<file path="config.mk">
export PLATFORM = sky130hd
export DESIGN_NAME = sum_feeder_flat
export DESIGN_NICKNAME = d
export VERILOG_FILES = /design/src/rtl/sum_feeder_pkg.sv /design/src/rtl/sum_feeder_if.sv /design/src/rtl/sum_feeder_btn_sync_edge.sv /design/src/rtl/sum_feeder.sv /design/src/flat_wrapper.sv
export SDC_FILE = /design/constraint.sdc
export NUM_CORES = 1
export LEC_CHECK = 0
export CAP_MARGIN = 20
export CORE_MARGIN = 4
export CORE_UTILIZATION = 50
export CTS_BUF_LIST = sky130_fd_sc_hd__clkbuf_2
export CTS_CLUSTER_DIAMETER = 200
export CTS_CLUSTER_SIZE = 10
export DETAILED_ROUTE_END_ITERATION = 7
export HOLD_SLACK_MARGIN = 0.06
export PLACE_DENSITY = 0.87
export SETUP_SLACK_MARGIN = 0.4
export SLEW_MARGIN = 20
export SYNTH_ARGS = -nofsm -noshare
export SYNTH_HDL_FRONTEND = slang
export SYNTH_SLANG_ARGS = --single-unit
</file>
<file path="constraint.sdc">
create_clock -name clk -period 2.1 [get_ports clk]
set_clock_uncertainty 0.15 [all_clocks]
set_input_delay 0.21 -clock clk [delete_from_list [all_inputs] [get_ports clk]]
set_output_delay 0.21 -clock clk [all_outputs]
set_load 0.01 [all_outputs]
</file>
<file path="src/rtl/sum_feeder_pkg.sv">
// Shared types and the LFSR step used by the sum-accumulator stimulus feeder.
package sum_feeder_pkg;

  typedef enum logic [2:0] {IDLE, SEND, TERM, WAIT, CHECK} state_t;

  localparam logic [7:0] LFSR_TAPS = 8'hB8;

  // 8-bit Galois LFSR, right shift; never reaches zero from a non-zero seed.
  function automatic logic [7:0] lfsr_next(input logic [7:0] l);
    return (l >> 1) ^ (l[0] ? LFSR_TAPS : 8'h00);
  endfunction

endpackage

</file>
<file path="src/rtl/sum_feeder_if.sv">
// Handshake between the feeder (master) and the accumulator/downstream pair (slave).
interface sum_feeder_if #(
  parameter int W = 8
);
  logic         go_l;
  logic [W-1:0] value_out;
  logic         done;
  logic [W-1:0] dut_result;

  modport master (output go_l, output value_out, input done, input dut_result);
  modport slave  (input go_l, input value_out, output done, output dut_result);
endinterface

</file>
<file path="src/rtl/sum_feeder_btn_sync_edge.sv">
// Two-flop synchronizer for an active-low pushbutton plus a one-cycle press pulse.
module btn_sync_edge (
  input  logic clk,
  input  logic rst_l,
  input  logic i_btn_l,
  output logic o_fall_pulse
);

  logic r_sync1;
  logic r_sync2;
  logic r_prev;

  // Reset to the released level so leaving reset never looks like a press.
  always_ff @(posedge clk or negedge rst_l) begin
    if (!rst_l) begin
      r_sync1 <= 1'b1;
      r_sync2 <= 1'b1;
      r_prev  <= 1'b1;
    end else begin
      r_sync1 <= i_btn_l;
      r_sync2 <= r_sync1;
      r_prev  <= r_sync2;
    end
  end

  assign o_fall_pulse = r_prev & ~r_sync2;

endmodule

</file>
<file path="src/rtl/sum_feeder.sv">
// Streams a pseudo-random non-zero run plus zero terminator to the accumulator,
// then checks the downstream result against its own running sum.
module sum_feeder
  import sum_feeder_pkg::*;
#(
  parameter int         W        = 8,
  parameter int         NUM_VALS = 4,
  parameter logic [7:0] SEED     = 8'hA5,
  parameter int         TIMEOUT  = 255
) (
  input  logic         clk,
  input  logic         rst_l,
  input  logic         i_start_btn_l,
  sum_feeder_if.master bus,
  output logic [W-1:0] o_exp_sum,
  output logic         o_match,
  output logic         o_timeout,
  output logic         o_busy
);

  localparam int CW = (NUM_VALS > 1) ? $clog2(NUM_VALS) : 1;
  localparam int TW = $clog2(TIMEOUT + 1) + 1;

  state_t        r_state;
  logic [7:0]    r_lfsr;
  logic [CW-1:0] r_cnt;
  logic [TW-1:0] r_timer;
  logic [W-1:0]  r_exp_sum;
  logic [W-1:0]  r_value;
  logic          r_go_l;
  logic          r_match;
  logic          r_timeout;
  logic          r_busy;

  logic          w_start_pulse;
  logic [TW-1:0] w_timer_nxt;

  btn_sync_edge u_btn (
    .clk          (clk),
    .rst_l        (rst_l),
    .i_btn_l      (i_start_btn_l),
    .o_fall_pulse (w_start_pulse)
  );

  // Timer counts WAIT cycles including the current one, so the run gives up
  // after exactly TIMEOUT cycles of waiting.
  assign w_timer_nxt = r_timer + TW'(1);

  always_ff @(posedge clk or negedge rst_l) begin
    if (!rst_l) begin
      r_state   <= IDLE;
      r_lfsr    <= SEED;
      r_cnt     <= '0;
      r_timer   <= '0;
      r_exp_sum <= '0;
      r_value   <= '0;
      r_go_l    <= 1'b1;
      r_match   <= 1'b0;
      r_timeout <= 1'b0;
      r_busy    <= 1'b0;
    end else begin
      case (r_state)
        IDLE: begin
          if (w_start_pulse) begin
            r_match   <= 1'b0;
            r_timeout <= 1'b0;
            r_exp_sum <= '0;
            r_cnt     <= '0;
            r_go_l    <= 1'b0;
            r_value   <= W'(r_lfsr);
            r_busy    <= 1'b1;
            r_state   <= SEND;
          end
        end
        SEND: begin
          r_exp_sum <= r_exp_sum + W'(r_lfsr);
          r_lfsr    <= lfsr_next(r_lfsr);
          r_cnt     <= r_cnt + CW'(1);
          r_go_l    <= 1'b1;
          if (r_cnt == CW'(NUM_VALS - 1)) begin
            r_value <= '0;
            r_state <= TERM;
          end else begin
            r_value <= W'(lfsr_next(r_lfsr));
          end
        end
        TERM: begin
          r_timer <= '0;
          r_state <= WAIT;
        end
        WAIT: begin
          r_timer <= w_timer_nxt;
          if (bus.done) begin
            r_state <= CHECK;
          end else if (w_timer_nxt == TW'(TIMEOUT)) begin
            r_timeout <= 1'b1;
            r_match   <= 1'b0;
            r_busy    <= 1'b0;
            r_state   <= IDLE;
          end
        end
        CHECK: begin
          r_match <= (bus.dut_result == r_exp_sum);
          r_busy  <= 1'b0;
          r_state <= IDLE;
        end
        default: begin
          r_busy  <= 1'b0;
          r_go_l  <= 1'b1;
          r_value <= '0;
          r_state <= IDLE;
        end
      endcase
    end
  end

  assign bus.go_l      = r_go_l;
  assign bus.value_out = r_value;
  assign o_exp_sum     = r_exp_sum;
  assign o_match       = r_match;
  assign o_timeout     = r_timeout;
  assign o_busy        = r_busy;

endmodule

</file>
<file path="src/flat_wrapper.sv">
// flat-port wrapper written by rule: the top's interface ports become plain ports
module sum_feeder_flat import sum_feeder_pkg::*;
#(
  parameter int         W        = 8,
  parameter int         NUM_VALS = 4,
  parameter logic [7:0] SEED     = 8'hA5,
  parameter int         TIMEOUT  = 255
)
  (clk, rst_l, i_start_btn_l, o_exp_sum, o_match, o_timeout, o_busy, bus_go_l, bus_value_out, bus_done, bus_dut_result);
  sum_feeder_if #(.W(W)) bus_i ();
  input  logic clk;
  input  logic rst_l;
  input  logic i_start_btn_l;
  output logic [W-1:0] o_exp_sum;
  output logic o_match;
  output logic o_timeout;
  output logic o_busy;
  output wire logic [$bits(bus_i.go_l)-1:0] bus_go_l;
  output wire logic [$bits(bus_i.value_out)-1:0] bus_value_out;
  input wire logic [$bits(bus_i.done)-1:0] bus_done;
  input wire logic [$bits(bus_i.dut_result)-1:0] bus_dut_result;
  assign bus_go_l = bus_i.go_l;
  assign bus_value_out = bus_i.value_out;
  assign bus_i.done = bus_done;
  assign bus_i.dut_result = bus_dut_result;
  sum_feeder #(.W(W), .NUM_VALS(NUM_VALS), .SEED(SEED), .TIMEOUT(TIMEOUT)) u_core (.clk(clk), .rst_l(rst_l), .i_start_btn_l(i_start_btn_l), .bus(bus_i), .o_exp_sum(o_exp_sum), .o_match(o_match), .o_timeout(o_timeout), .o_busy(o_busy));
endmodule
</file>
Word-level counts from Yosys, hierarchy flattened
Index checks and enable logic that the tools add are counted.

word-level totals
  output and inout bits = 20
  register bits after elaboration = 45
  word-level logic and storage cells = 70
  input bits = 12

operators by class
  mux-type cells = 24
  add/sub/neg operators = 3
  reductions and logical operators = 13
  bitwise logic cells = 5
  equality and inequality tests = 12

operator list
  cell                                                                     number
  8-bit two-way mux                                                        4
  8-bit one-hot mux with 3 select lines                                    1
  9-bit one-hot mux with 2 select lines                                    1
  8-bit one-hot mux with 2 select lines                                    1
  3-bit two-way mux                                                        4
  3-bit one-hot mux with 4 select lines                                    1
  4-bit AND reduction                                                      3
  9-bit by 1-bit adder with 9-bit output, second input constant            1
  9-bit by 8-bit == test with 1-bit output, second input constant          1
  8-bit adder                                                              1
  8-bit == test                                                            1
  7-bit by 8-bit XOR with 8-bit output                                     1
  3-bit by 2-bit == test with 1-bit output, second input constant          2
  1-bit two-way mux                                                        6
  1-bit one-hot mux with 3 select lines                                    2
  2-bit nonzero test                                                       3
  2-bit by 1-bit inequality test with 1-bit output, second input constant  2
  2-bit inequality test, second input constant                             2
  1-bit one-hot mux with 2 select lines                                    2
  2-bit one-hot mux with 2 select lines                                    1
  2-bit AND reduction                                                      2
  3-bit by 1-bit == test with 1-bit output, second input constant          1
  3-bit == test, second input constant                                     1
  3-bit logical NOT                                                        1
  other kinds (10)                                                         12

Depth between registers and ports, before layout
Gate-level depths: netlist of run 1.

  word-level depth = 5
  mapped depth = 7

Modules after synthesis
From an unflattened synthesis of run 1, not the netlist that was laid out.

second synthesis, totals
  cell total of the unflattened synthesis = 240
  area, all modules = 2494.9 µm²

modules (own cells, without submodules)
  module         area an instance (µm²)  sequential area each (µm²)  instances  cells each
  sum_feeder     2402.3                  1057.3                      1          236
  btn_sync_edge  92.6                    78.8                        1          4

Worst setup path before layout of run 1
Ideal clock, no wire load.

  path type = register -> register
  from = reg u_core.r_exp_sum[1], in the netlist u_core.o_exp_sum[1]
  to = reg u_core.r_exp_sum[7], in the netlist u_core.o_exp_sum[7]
  required time = 1826 ps
  slack = 47 ps
  arrival time = 1779 ps
  library setup time = 124 ps
  path buffers = 0
  stages on the path, launching flop included = 7
  path through = dfrtp_1 > ha_1 > a211oi_1 > o21ai_1 > a21o_1 > and3_1 > a211o_1

between the ends
  word-level cells in the longest chain between the ends = 2

RTL lines
  element                                line              text
  from (decl)                            sum_feeder.sv:28  logic [W-1:0] r_exp_sum;
  from (signal assigned)                 sum_feeder.sv:76  r_exp_sum <= r_exp_sum + W'(r_lfsr);
  8-bit adder                            sum_feeder.sv:76
  8-bit one-hot mux with 2 select lines  sum_feeder.sv:62  case (r_state)

Every way passes these cells.
A chain may end at the register's enable or synchronous reset.

Worst setup path after layout of run 1
  from = reg u_core.r_timer[0]
  to = reg u_core.r_busy, in the netlist u_core.o_busy

between the ends
  word-level cells in the longest chain between the ends = 4

RTL lines
  element                                                     line               text
  from (decl)                                                 sum_feeder.sv:27   logic [TW-1:0] r_timer;
  from (signal assigned)                                      sum_feeder.sv:92   r_timer <= w_timer_nxt;
  9-bit by 1-bit adder with 9-bit output                      sum_feeder.sv:47   assign w_timer_nxt = r_timer + TW'(1);
  9-bit by 8-bit == test with 1-bit output                    sum_feeder.sv:95   end else if (w_timer_nxt == TW'(TIMEOUT)) begin
  2-bit by 1-bit inequality test with 1-bit output (no line)  n/a
  4-bit AND reduction (no line)                               n/a
  to (signal assigned)                                        sum_feeder.sv:60   r_busy <= 1'b0;
  to (signal assigned)                                        sum_feeder.sv:98   r_busy <= 1'b0;
  to (signal assigned)                                        sum_feeder.sv:104  r_busy <= 1'b0;
  to (decl)                                                   sum_feeder.sv:33   logic r_busy;

Every way passes these cells.

==> results.json, run 1 <==
{
  "cp.arrival_ns": 2.27,
  "multi_input_area_mm2": 0.00142,
  "fp.dieW_um": 77.9,
  "crit_type": "flop to flop",
  "cp_top_family": "simple AND/OR/NAND/NOR gates",
  "clock_sinks": 45,
  "post-route-min-period_ns": 2.07,
  "relSlewSlack": 0.697,
  "cp_slowest_cell": "dfrtp_2",
  "first_pass_iters": 6,
  "status": "completed",
  "slew_violations": 0,
  "ff_latch_area_mm2": 0.00115,
  "antenna_left": 0,
  "yosys.cell_types.count": 43,
  "grtUsageTotal": 0.230,
  "hold_class": "input pin to asynchronous set/reset pin",
  "htreeDepth": 2,
  "antenna_found_initial": 0,
  "routedWlPerCell_um": 17.2,
  "boundaryPins": 32,
  "yosys_warnings": 0,
  "core_mm2": 0.00472,
  "rsz0062_at_grt": "true",
  "cp-end-kind": "flop",
  "fin_crit_sh": 0.986,
  "worstMarginPinSlew_ns": 0.455,
  "antennaDiodeCount": 0,
  "vdd_drop_max_v": 0.000647,
  "clkTransAtPathRegs_ns": 0.23,
  "crit_required_ns": 2.30,
  "synthCells": 260,
  "fill_cells": 302,
  "p_total_mw": 2.92,
  "crit_fanout": 4,
  "maxCapViolations": 0,
  "cellPowerDensity_mw_per_mm2": 869,
  "finalNetCount": 359,
  "cellLeakagePower_nw": 1.65,
  "grt_overflow": 0,
  "crit_top_cell": "nor3_4",
  "drt-initial-drc-count": 353,
  "r2r-start": "u_core.r_timer[0]",
  "ys_seq_elements": 45,
  "syn-mean-instance-area_um2": 9.41,
  "rows": 25,
  "syn_to_final_growth_pct": 37.4,
  "die-area_mm2": 0.00608,
  "clock_latency_ns": 0.44,
  "drive_gt1_frac": 0.297,
  "startpoint_type": "flop",
  "via_per_inst": 5.85,
  "finalSetupTns_ns": 0,
  "cts_root_buf": "clkbuf_2",
  "grt_pass1_vias": 2277,
  "clockBufferDepth": 2,
  "io_buffer_count": 31,
  "startpoint": "u_core.r_timer[0]",
  "max_freq_mhz": 483,
  "gp_congestion": 0.941,
  "grt_pass1_wl_mm": 11.1,
  "start_util": 0.518,
  "cts_tree": "built",
  "cts-buffers-inserted": 5,
  "grt_max_degree": 21,
  "dpl.hpwl_mm": 4.09,
  "drc": 0,
  "finalSetupViolCount": 0,
  "yosysSeqAreaShare": 0.464,
  "fp.dieH_um": 77.9,
  "synth_area_mm2": 0.00245,
  "r2r_setup_slack_ns": 0.03,
  "slowest_delay_ns": 0.50,
  "hold_viol": 0,
  "path_cells": "inv_2 -> ha_4 -> or3b_4 -> nor3_4 -> a41oi_4 -> buf_6 -> nor3_4 -> a211oi_2",
  "crit_buf_inv": 2,
  "postSynthNetCount": 283,
  "routed_wl_mm": 6.94,
  "vias": 2364
}
[what timing repair did]
action,in CTS,in global routing
resized for setup,32,22
endpoints found under the setup margin,38,31
pin swaps,18,6
hold buffers,2,0
endpoints found under the hold margin,40,0
buffers inserted,27,7
[registers in the layout, summed over array words and instances (netlist names), 2 cells and up]
signal and flops:
u_core.r_lfsr 8, u_core.bus.value_out 8, u_core.r_cnt 2, u_core.r_timer 9
u_core.r_state 3, u_core.o_exp_sum 8
[routing by layer]
| layer | track usage | vias to the layer above | routed length [um] |
|---|---|---|---|
| met4 | 0.0944 | 0 | 280 |
| met2 | 0.357 | 107 | 3260 |
| met3 | 0.0429 | 30 | 435 |
| met5 | 0 | - | 0 |
| li1 | - | 1075 | - |
| met1 | 0.318 | 1152 | 2950 |
[power breakdown]
part           leakage (nW)  switching, mW  total [mW]  internal, mW
Combinational          1.07          0.808        1.34         0.528
Clock                0.0278          0.288       0.360        0.0728
Sequential            0.557          0.214        1.23          1.01
[layout by cell type (no fill, tap or decap), drive strengths merged, types with 2 or more instances in the layout]
master	count
and3	3
a21oi	12
inv	4
buf	46
o21bai	2
xnor2	7
clkinv	3
a21o	5
nor4	4
ha	10
clkbuf	8
dfrtp	37
nand4	3
clkdlybuf4s50	10
xor2	8
a22o	4
a211o	2
o21ai	33
dlygate4sd2	11
dfstp	8
dlymetal6s2s	5
nand2	53
nor2	11
dlygate4sd3	2
a211oi	4
nor2b	3
nand2b	4
nand3	5
a22oi	8
nor3	10
[path summary, 6_finish.rpt]
check                                             to  cells past startpoint
worst max register to register         u_core.o_busy                      8
worst max-delay path                   u_core.o_busy                      8
worst min-delay path             u_core.o_exp_sum[6]                      2
max in group asynchronous       u_core.u_btn.r_sync1                      3
min in group clk                u_core.u_btn.r_sync2                      0
worst min register to register  u_core.u_btn.r_sync2                      0
[metrics by stage]
step                utilization  hold slack, ns  setup slack (ns)  std cells  cell area (um^2)
CTS                       0.689          0.0929             0.188        397              3250
finish                    0.712          0.0589            0.0287        404              3360
floorplan                     -          -0.236             0.211        260              2520
global route              0.712          0.0559           -0.0338        404              3360
global placement          0.625          0.0270             0.145        360              2950
detailed placement        0.625          0.0379            0.0502        360              2950
[kinds of logic after synthesis]
kind of cell | Yosys count | share of synthesized area
and+or+nand+nor | 99 | 0.195
AOI/OAI and AO/OA | 76 | 0.202
DFF | 45 | 0.464
xor gates and xnor gates | 15 | 0.0537
buffers and inverters | 13 | 0.0215
adders and majority gates | 11 | 0.0593
muxes | 1 | 0.00409
[synth_stat cells (all sizes together)]
| library cell | count | area, um^2 |
|---|---|---|
| a41oi | 1 | 8.76 |
| nor3 | 10 | 65.1 |
| a2bb2oi | 1 | 15.0 |
| nand4 | 3 | 25.0 |
| xor2 | 8 | 70.1 |
| fa | 1 | 20.0 |
| o32ai | 1 | 8.76 |
| a211o | 2 | 17.5 |
| clkbuf | 6 | 22.5 |
| ha | 10 | 125 |
| nand2b | 4 | 25.0 |
| nand2 | 53 | 199 |
| a211oi | 4 | 35.0 |
| or3b | 1 | 8.76 |
| xnor2 | 7 | 61.3 |
| a31oi | 1 | 21.3 |
| o31ai | 1 | 7.51 |
| inv | 4 | 15.0 |
| o211ai | 1 | 7.51 |
| a21o | 5 | 37.5 |
| nand3 | 5 | 30.0 |
| o21ai | 33 | 165 |
| a21oi | 12 | 60.1 |
| a22o | 4 | 35.0 |
| a22oi | 8 | 60.1 |
| dfrtp | 37 | 926 |
| o21bai | 2 | 15.0 |
| mux2i | 1 | 10.0 |
| or4 | 1 | 7.51 |
| and2 | 1 | 6.26 |
| nor2b | 3 | 18.8 |
| nor4 | 4 | 31.3 |
| buf | 3 | 15.0 |
| nor2 | 11 | 41.3 |
| dfstp | 8 | 210 |
| and3 | 3 | 18.8 |
[cell type report]
type / count / share of cell area
Clock buffer: 5 / 0.00744
Inverter: 4 / 0.00447
Tap cell: 67 / 0.0249
Clock inverter: 3 / 0.00372
Timing Repair Buffer: 78 / 0.195
Multi-Input combinational cell: 202 / 0.424
Sequential cell: 45 / 0.341
Power figures use the tool's default switching activity.
==> inputs of run 2 (changes only) <==
--- a/config.mk
+++ b/config.mk
@@ -7,13 +7,13 @@
 export LEC_CHECK = 0
 export CAP_MARGIN = 20
 export CORE_MARGIN = 4
-export CORE_UTILIZATION = 50
+export CORE_UTILIZATION = 32
 export CTS_BUF_LIST = sky130_fd_sc_hd__clkbuf_2
 export CTS_CLUSTER_DIAMETER = 200
 export CTS_CLUSTER_SIZE = 10
 export DETAILED_ROUTE_END_ITERATION = 7
 export HOLD_SLACK_MARGIN = 0.06
-export PLACE_DENSITY = 0.87
+export PLACE_DENSITY = 0.64
 export SETUP_SLACK_MARGIN = 0.4
 export SLEW_MARGIN = 20
 export SYNTH_ARGS = -nofsm -noshare
==> results.json, run 2 (same netlist as run 1, synthesis figures left out) <==
{
  "cp.arrival_ns": 2.13,
  "antenna_left": 0,
  "htreeDepth": 2,
  "drt-initial-drc-count": 113,
  "cellLeakagePower_nw": 1.59,
  "core_mm2": 0.00733,
  "crit_type": "flop to flop",
  "cts_root_buf": "clkbuf_2",
  "via_per_inst": 4.94,
  "startpoint_type": "flop",
  "max_freq_mhz": 523,
  "io_buffer_count": 31,
  "post_dp_cell_area_mm2": 0.00299,
  "top_register": "u_core.r_timer",
  "slew_violations": 0,
  "grtUsageTotal": 0.146,
  "fp.dieW_um": 95.4,
  "first_pass_iters": 6,
  "syn_to_final_growth_pct": 41.5,
  "clockBufferDepth": 2,
  "post-route-min-period_ns": 1.91,
  "final_common_cell": "nand2_1",
  "cts_tree": "built",
  "routedWlPerCell_um": 14.5,
  "die-area_mm2": 0.00911,
  "antenna_found_initial": 0,
  "cp-end-kind": "flop",
  "grt_pass1_vias": 2181,
  "grt_pass1_wl_mm": 10.4,
  "antennaDiodeCount": 0,
  "clock_sinks": 45,
  "design_area_mm2": 0.00346,
  "hold_viol": 0,
  "drive_gt1_frac": 0.317,
  "finalNetCount": 360,
  "fin_crit_sh": 0.910,
  "routed_wl_mm": 6.35,
  "crit_fanout": 4,
  "start_util": 0.334,
  "clock_latency_ns": 0.42,
  "largest_register_ffs": 9,
  "ff_latch_area_mm2": 0.00115,
  "dpl.hpwl_mm": 4.08,
  "gp_congestion": 0.782,
  "fill_cells": 710,
  "finalSetupViolCount": 0,
  "worstMarginPinSlew_ns": 0.491,
  "vias": 2158,
  "rsz0062_at_grt": "true",
  "grt_overflow": 0,
  "grt_max_degree": 19,
  "boundaryPins": 32,
  "dpl_worst_slack_ns": 0.0928,
  "layout_setup_ws_ns": 0.189,
  "drc": 0,
  "maxCapViolations": 0,
  "clkTransAtPathRegs_ns": 0.23,
  "relSlewSlack": 0.673,
  "finalSetupTns_ns": 0,
  "cts-buffers-inserted": 5,
  "cellPowerDensity_mw_per_mm2": 859,
  "rows": 31,
  "status": "completed",
  "hold_class": "input pin to asynchronous set/reset pin",
  "multi_input_area_mm2": 0.00146,
  "layout_common_cells": "nand2_1 (53), buf_4 (44), dfrtp_1 (26), o21ai_1 (20), dlygate4sd2_1 (18)",
  "fp.dieH_um": 95.4,
  "crit_required_ns": 2.32,
  "vdd_drop_max_v": 0.000578,
  "final_core_util": 0.472
}
==> run 2: changes by cell type in the layout (fill, tap and decap cells not counted), moves of 2 or more <==
| cell | change |
|---|---|
| o21ai_2 | -2 |
| ha_1 | -4 |
| nor3_2 | +2 |
| dfrtp_1 | -2 |
| ha_4 | +2 |
| dfrtp_2 | +2 |
| ha_2 | +2 |
| dlygate4sd2_1 | +7 |
| clkinv_1 | -2 |
| dlymetal6s2s_1 | -5 |
| o21ai_1 | +2 |
==> run 2: per-stage QoR <==
stage	power (mW)	hold slack, ns	cells
after floorplan	1.88	-0.236	260
after global placement	2.28	-0.00925	392
after detailed placement	2.30	-0.00911	392
after CTS	2.87	0.0609	434
after global routing	3.17	0.0698	437
final	2.98	0.0565	437
==> run 2: final timing paths <==
path,from,end,slack [ns],cells past startpoint
max,u_core.r_timer[0],u_core.o_timeout,0.19,7
min,rst_l,u_core.r_timer[5],0.06,2
max reg2reg,u_core.r_timer[0],u_core.o_timeout,0.19,7
min reg2reg,u_core.u_btn.r_sync1,u_core.u_btn.r_sync2,0.22,0
max in group asynchronous,rst_l,u_core.r_lfsr[5],1.13,3
min in group clk,u_core.u_btn.r_sync1,u_core.u_btn.r_sync2,0.22,0
==> run 2: layer usage <==
metal  up-vias  wire length [um]  track usage
met5         -                 0            0
met4         0                70       0.0415
met3         8               220       0.0308
met2        47              3040        0.238
met1      1025              3030        0.197
li1       1078                 -            -
==> run 2: area by class of cell <==
class | instances | area share
clock buffer | 6 | 0.00867
clock inverter | 2 | 0.0101
inverter | 4 | 0.00434
multi-input combinational | 202 | 0.421
sequential | 45 | 0.332
tap | 99 | 0.0358
timing repair buffer | 79 | 0.188
==> run 2: where the power goes <==
part	total [mW]	internal, mW	switching [mW]
registers	1.23	1.01	0.219
logic	1.24	0.497	0.746
clock network	0.502	0.205	0.298
==> run 2: repair_timing <==
action                                  in CTS  in global routing
endpoints found under the hold margin       42                  0
endpoints found under the setup margin      40                 25
resized for setup                           36                 21
hold buffers                                 2                  0
buffers inserted                            32                  3
pin swaps                                   17                  3
==> run 2: critical path, cell delays in order (launching register included) <==
cell and delay [ns]:
dfrtp_2 0.50, inv_2 0.08, ha_4 0.14, or3b_4 0.38
nor3_4 0.16, a41oi_4 0.08, nor4_4 0.23, a2bb2oi_2 0.15
